### src/rtl/control_sequencer.sv
// control_sequencer: eight-phase instruction controller for the accumulator CPU.
// A 3-bit phase counter plus a sticky halted flag form the whole state; every
// control strobe is decoded combinationally from that state, the IR opcode and
// the accumulator zero flag, so an asynchronous reset clears the strobes at once.
module control_sequencer #(
    parameter int OPCODE_WIDTH = 3
) (
    input  logic                    clk,
    input  logic                    rst_n,
    input  logic [OPCODE_WIDTH-1:0] opcode,
    input  logic                    zero,
    output logic                    sel,
    output logic                    rd,
    output logic                    wr,
    output logic                    ld_ir,
    output logic                    ld_ac,
    output logic                    ld_pc,
    output logic                    inc_pc,
    output logic                    data_e,
    output logic                    halt,
    output logic [2:0]              phase
);

    // Fixed opcode encoding of the instruction set.
    localparam logic [OPCODE_WIDTH-1:0] OP_HLT = OPCODE_WIDTH'(0);
    localparam logic [OPCODE_WIDTH-1:0] OP_SKZ = OPCODE_WIDTH'(1);
    localparam logic [OPCODE_WIDTH-1:0] OP_ADD = OPCODE_WIDTH'(2);
    localparam logic [OPCODE_WIDTH-1:0] OP_AND = OPCODE_WIDTH'(3);
    localparam logic [OPCODE_WIDTH-1:0] OP_XOR = OPCODE_WIDTH'(4);
    localparam logic [OPCODE_WIDTH-1:0] OP_LDA = OPCODE_WIDTH'(5);
    localparam logic [OPCODE_WIDTH-1:0] OP_STO = OPCODE_WIDTH'(6);
    localparam logic [OPCODE_WIDTH-1:0] OP_JMP = OPCODE_WIDTH'(7);

    // Instruction phases; the encoding is the debug phase number.
    typedef enum logic [2:0] {
        PH_INST_ADDR  = 3'd0,
        PH_INST_FETCH = 3'd1,
        PH_INST_LOAD  = 3'd2,
        PH_IDLE       = 3'd3,
        PH_OP_ADDR    = 3'd4,
        PH_OP_FETCH   = 3'd5,
        PH_ALU_OP     = 3'd6,
        PH_STORE      = 3'd7
    } phase_e;

    phase_e phase_q, phase_d;
    logic   halted_q, halted_d;

    // Opcode class decodes shared by several phases.
    logic is_hlt, is_skz, is_sto, is_jmp, is_aluop;

    // Classify the opcode held in the IR.
    always_comb begin
        is_hlt   = (opcode == OP_HLT);
        is_skz   = (opcode == OP_SKZ);
        is_sto   = (opcode == OP_STO);
        is_jmp   = (opcode == OP_JMP);
        is_aluop = (opcode == OP_ADD) || (opcode == OP_AND) ||
                   (opcode == OP_XOR) || (opcode == OP_LDA);
    end

    // Next-state logic: walk the fixed phase ring, or park in OP_ADDR once halted.
    always_comb begin
        // NOTE: defaults first so every path assigns every signal and no latch is inferred.
        phase_d  = phase_q;
        halted_d = halted_q;
        if (!halted_q) begin
            unique case (phase_q)
                PH_INST_ADDR:  phase_d = PH_INST_FETCH;
                PH_INST_FETCH: phase_d = PH_INST_LOAD;
                PH_INST_LOAD:  phase_d = PH_IDLE;
                PH_IDLE:       phase_d = PH_OP_ADDR;
                PH_OP_ADDR: begin
                    // A HLT freezes the phase at OP_ADDR; only reset leaves it.
                    if (is_hlt) halted_d = 1'b1;
                    else        phase_d  = PH_OP_FETCH;
                end
                PH_OP_FETCH:   phase_d = PH_ALU_OP;
                PH_ALU_OP:     phase_d = PH_STORE;
                PH_STORE:      phase_d = PH_INST_ADDR;
                default:       phase_d = PH_INST_ADDR;
            endcase
        end
    end

    // State register with asynchronous clear to INST_ADDR, not halted.
    always_ff @(posedge clk or negedge rst_n) begin
        // NOTE: non-blocking assignments so all state updates see pre-edge values.
        if (!rst_n) begin
            phase_q  <= PH_INST_ADDR;
            halted_q <= 1'b0;
        end else begin
            phase_q  <= phase_d;
            halted_q <= halted_d;
        end
    end

    // Output decode from registered state, opcode and zero flag.
    always_comb begin
        sel    = 1'b0;
        rd     = 1'b0;
        wr     = 1'b0;
        ld_ir  = 1'b0;
        ld_ac  = 1'b0;
        ld_pc  = 1'b0;
        inc_pc = 1'b0;
        data_e = 1'b0;
        halt   = 1'b0;
        if (halted_q) begin
            // Halted: only the halt indicator stays up.
            halt = 1'b1;
        end else begin
            unique case (phase_q)
                PH_INST_ADDR: begin
                    sel = 1'b1;
                end
                PH_INST_FETCH: begin
                    sel = 1'b1;
                    rd  = 1'b1;
                end
                PH_INST_LOAD, PH_IDLE: begin
                    sel   = 1'b1;
                    rd    = 1'b1;
                    ld_ir = 1'b1;
                end
                PH_OP_ADDR: begin
                    inc_pc = 1'b1;
                    halt   = is_hlt;
                end
                PH_OP_FETCH: begin
                    rd = is_aluop;
                end
                PH_ALU_OP: begin
                    rd     = is_aluop;
                    inc_pc = is_skz && zero;
                    ld_pc  = is_jmp;
                    data_e = is_sto;
                end
                PH_STORE: begin
                    rd     = is_aluop;
                    ld_ac  = is_aluop;
                    inc_pc = is_jmp;
                    ld_pc  = is_jmp;
                    wr     = is_sto;
                    data_e = is_sto;
                end
                default: begin
                    sel = 1'b1;
                end
            endcase
        end
    end

    assign phase = phase_q;

endmodule

### config.mk
export PLATFORM = sky130hd
export DESIGN_NAME = control_sequencer
export DESIGN_NICKNAME = d
export VERILOG_FILES = /design/src/rtl/control_sequencer.sv
export SDC_FILE = /design/constraint.sdc
export NUM_CORES = 1
export LEC_CHECK = 0
export ABC_AREA = 1
export CELL_PAD_IN_SITES_DETAIL_PLACEMENT = 2
export CELL_PAD_IN_SITES_GLOBAL_PLACEMENT = 2
export CORE_MARGIN = 1.5
export CORE_UTILIZATION = 14
export DETAILED_ROUTE_END_ITERATION = 8
export GPL_TIMING_DRIVEN = 0
export HOLD_SLACK_MARGIN = 0.02
export PLACE_DENSITY_LB_ADDON = 0.1
export SYNTH_ARGS = -nofsm -noshare
export SYNTH_HDL_FRONTEND = slang
export SYNTH_SLANG_ARGS = --single-unit
export TNS_END_PERCENT = 50
### constraint.sdc
create_clock -name clk -period 1 [get_ports clk]
set_input_delay 0.2 -clock clk [delete_from_list [all_inputs] [get_ports clk]]
set_output_delay 0.2 -clock clk [all_outputs]
set_load 0.005 [all_outputs]
==> metrics.md <==
| Metric | Value |
|---|---|
| Seq cells post-synth | `4` |
| Hpwl dp | `a little over 800 microns` |
| YS warnings | `0` |
| Distinct cells, synth | `13` |
| Drt wl/cell | `approximately 13 microns` |
| Buf/Inv on CP | `3` |
| Fin Clk Skew | `0.004543 ns` |
| DRC | `0` |
| Total track usage | `a little over an eighth` |
| Global-route wire length before repair | `roughly 2.6 mm` |
| Max-cap violations | `0` |
| Core area | `between 0.002 and 0.0025 sq mm` |
| Failing checks | `setup timing` |
| Placed Area | `about 520 sq um` |
| Setup violators final | `16` |
| Worst path most repeated cell | `nand2_1` |
| TritonCTS clock tree | `done` |
| Remaining antenna violation count | `0` |
| Layout cells sized above 1 | `between 60% and 70%` |
| Routed met3 length | `52 microns` |
| Sequential-to-total area share from yosys stat | `a little under a third` |
| PortBufs | `17` |
| Inserted Diodes | `0` |
| Clk slew on worst S/H paths | `roughly 0.040 ns` |
| Syn Nets | `60` |
| Ranking of synthesized cells by area | `dfrtp_1 31%, nand2_1 17%, nor2_1 14%` |
| Post-route cell area | `847.1 sq um` |
| Post-synthesis mux area share | `0%` |
| Full die area | `between 0.002 and 0.003 sq mm` |
| Area share of the largest cell type after synthesis | `between 30% and 40%` |
| Die height | `50.65 microns` |
| Final worst-path cycle share | `142.7%` |
| Pin slew with the least headroom to its limit | `0.1983 ns` |
| Pre-antenna DRT Iters | `4` |
| CP peak stage delay | `about 0.43 ns` |
| Post-synth EDFFs | `0` |
| Peak supply drop | `0.0008156 V` |
| Top_reg_cell synth | `dfrtp_1` |
| Initial Utilization | `~15%` |
| Chip width | `50.65 microns` |
| Post-synthesis simple-gate area fraction | `51.97%` |
| FMAX | `0.7008 GHz` |
| HP Class | `in -> async` |
| Unrepaired setup endpoints after global routing | `true` |
| Setup Slack @ Placement | `-0.9103 ns` |
| Combinational family with the most area after synthesis | `simple AND/OR/NAND/NOR gates` |
| Arrival time worst endpoint | `~1.2 ns` |
| Setup CP Type | `reg -> out` |
| Most frequent cell after synthesis | `nand2_1` |
| GPL Wtd Cong | `about 0.64` |
| Routed length on met1 | `around 640 microns` |
| Met2 wire len | `slightly above 900 microns` |
| Synth Instances | `between 50 and 60` |
| Crit path cell chain | `inv_2 > nand2_4 > nor2_4 > inv_2 > nand2_1 > nand2_1 > nand2_1 > buf_2` |
| Post-route setup slack | `-0.4269 ns` |
| DR vias/cell | `approximately 4.0` |
| Worst hold slack | `0.1661 ns` |
| Hold-fix buffers at CTS | `0` |
| Pins Over Slew Limit | `0` |
| # nets final | `between 100 and 150` |
| CP max-delay cell | `dfrtp_2` |
| Total CTS buffers | `3` |
| Vias in the first global route | `approximately 550` |
| Congestion Overflow GR | `0` |
| Row count | `17` |
| Slew HR | `~87%` |
| Via count | `roughly 510` |
| Compound-gate portion of the synthesized area | `1.575%` |
| DRT Wirelength | `between 1.5 and 2 mm` |
| Asr flop ratio synth | `between 90% and 100%` |
| Num ports | `18` |
| Top Metal Used | `met4` |
| Power Dens Cells | `roughly 480 mW/mm^2` |
| # H-tree levels | `1` |
| Final hold violations | `0` |
| Minimum clock period | `roughly 1.4 ns` |
| Max clock buf depth | `2` |
| Top cells by count, synth | `14 x nand2_1, 12 x nor2_1, 10 x inv_1` |
| CP delay by family, top | `flip-flops` |
| Synthesized area per cell | `~5.9 sq um` |
| Post-synth top area cell | `dfrtp_1` |
| Adder and majority cell fraction of the synthesized area | `0%` |
| Crit path required time | `roughly 0.8 ns` |
| Run status | `finished with violations` |
| Mapped cell area | `around 320 sq um` |
| Worst skew pair latency | `between 0.2 and 0.25 ns` |
| Post-Synth XOR/XNOR Area | `0%` |
| Area growth syn-to-layout | `166.5%` |
| Leakage power | `0.4430 nW` |
| Crit start category | `flip-flop` |
| DRT iter0 DRCs | `7` |
| Crit. End Element | `primary output` |
| Initial antenna violation count | `0` |
| Clock sink count | `4` |
| Worst Path Max Fanout | `3` |
| Root Driver | `clkbuf_4` |
| Largest net degree at the start of global routing | `7` |
==> layout by cell type, fill, tap and decap left out, types with 2 or more instances in the layout <==
master,instances
clkbuf_4,3
dlygate4sd2_1,4
nand3_4,2
clkdlybuf4s50_1,2
buf_2,8
nor2_2,4
inv_1,5
dfrtp_2,3
nor2_1,6
nor2_4,3
nand2_4,2
nor3_2,2
buf_6,13
nand2_2,5
buf_4,14
inv_2,6
nand2_1,9
==> worst reg2reg max path, cell delays in order, from the launching register on <==
cell	delay, ns
dfrtp_1	0.41
inv_4	0.09
buf_6	0.13
buf_6	0.10
buf_6	0.09
nand2_4	0.05
buf_6	0.11
buf_6	0.10
nand2_2	0.04
nand2_1	0.04
==> cells by family after synthesis <==
kind of cell,count (synthesis)
and+or+nand+nor,37
buffers and inverters,12
AOI/OAI and AO/OA,1
DFF,4
==> registers in the layout, summed over array words and instances (netlist names) <==
signal    cells
halted_q      1
phase         3
==> layout make-up <==
type                            instances  area, sq um
Fill cell                             263         1323
Tap cell                               28        35.03
Inverter                               12        47.55
Clock buffer                            3        22.52
Sequential cell                         4        103.9
Multi-Input combinational cell         38        271.5
Timing Repair Buffer                   42        366.6
==> routing by layer <==
| metal | global-route usage [%] | vias to the layer above |
|---|---|---|
| met1 | 14.87 | 249 |
| li1 | - | 253 |
| met5 | 0 | - |
| met3 | 3.571 | 2 |
| met4 | 4.054 | 0 |
| met2 | 25.66 | 10 |
==> path summary, 6_finish.rpt <==
check,startpoint,to,slack [ns],cells past startpoint
max in group asynchronous,rst_n,phase[0],0.65,1
max reg2reg,halted_q,phase[0],-0.27,9
min,rst_n,phase[1],0.17,1
min in group clk,opcode[2],phase[0],0.65,6
max,phase[0],inc_pc,-0.43,8
min reg2reg,phase[1],phase[1],0.66,4
==> per-stage QoR <==
stage / setup TNS [ns] / power (W) / instances / utilization (%)
floorplan: -0.09963 / 0.0001777 / 54 / -
global placement: -7.097 / 0.0002053 / 99 / 24.11
detailed placement: -7.115 / 0.0002058 / 99 / 24.11
CTS: -3.875 / 0.0004128 / 123 / 34.83
global route: -5.152 / 0.0004269 / 127 / 39.04
finish: -4.206 / 0.0004035 / 127 / 39.04
==> repair_timing <==
action,4_1_cts,5_1_grt
buffers inserted,21,5
endpoints found under the setup margin,14,16
hold endpoints to repair,0,0
resized for setup,69,18
pin swaps,11,14
==> power by group <==
| group | internal, W | switching (W) | leakage [nW] | total [W] |
|---|---|---|---|---|
| Sequential | 0.000163 | 0 | 0.0457 | 0.000163 |
| Clock | 0.000134 | 0.0000632 | 0.0138 | 0.000197 |
| Combinational | 0.0000186 | 0.0000251 | 0.384 | 0.0000436 |
| Total | 0.000315 | 0.0000882 | 0.443 | 0.000404 |
No activity file was read; power rests on OpenSTA's default activity.
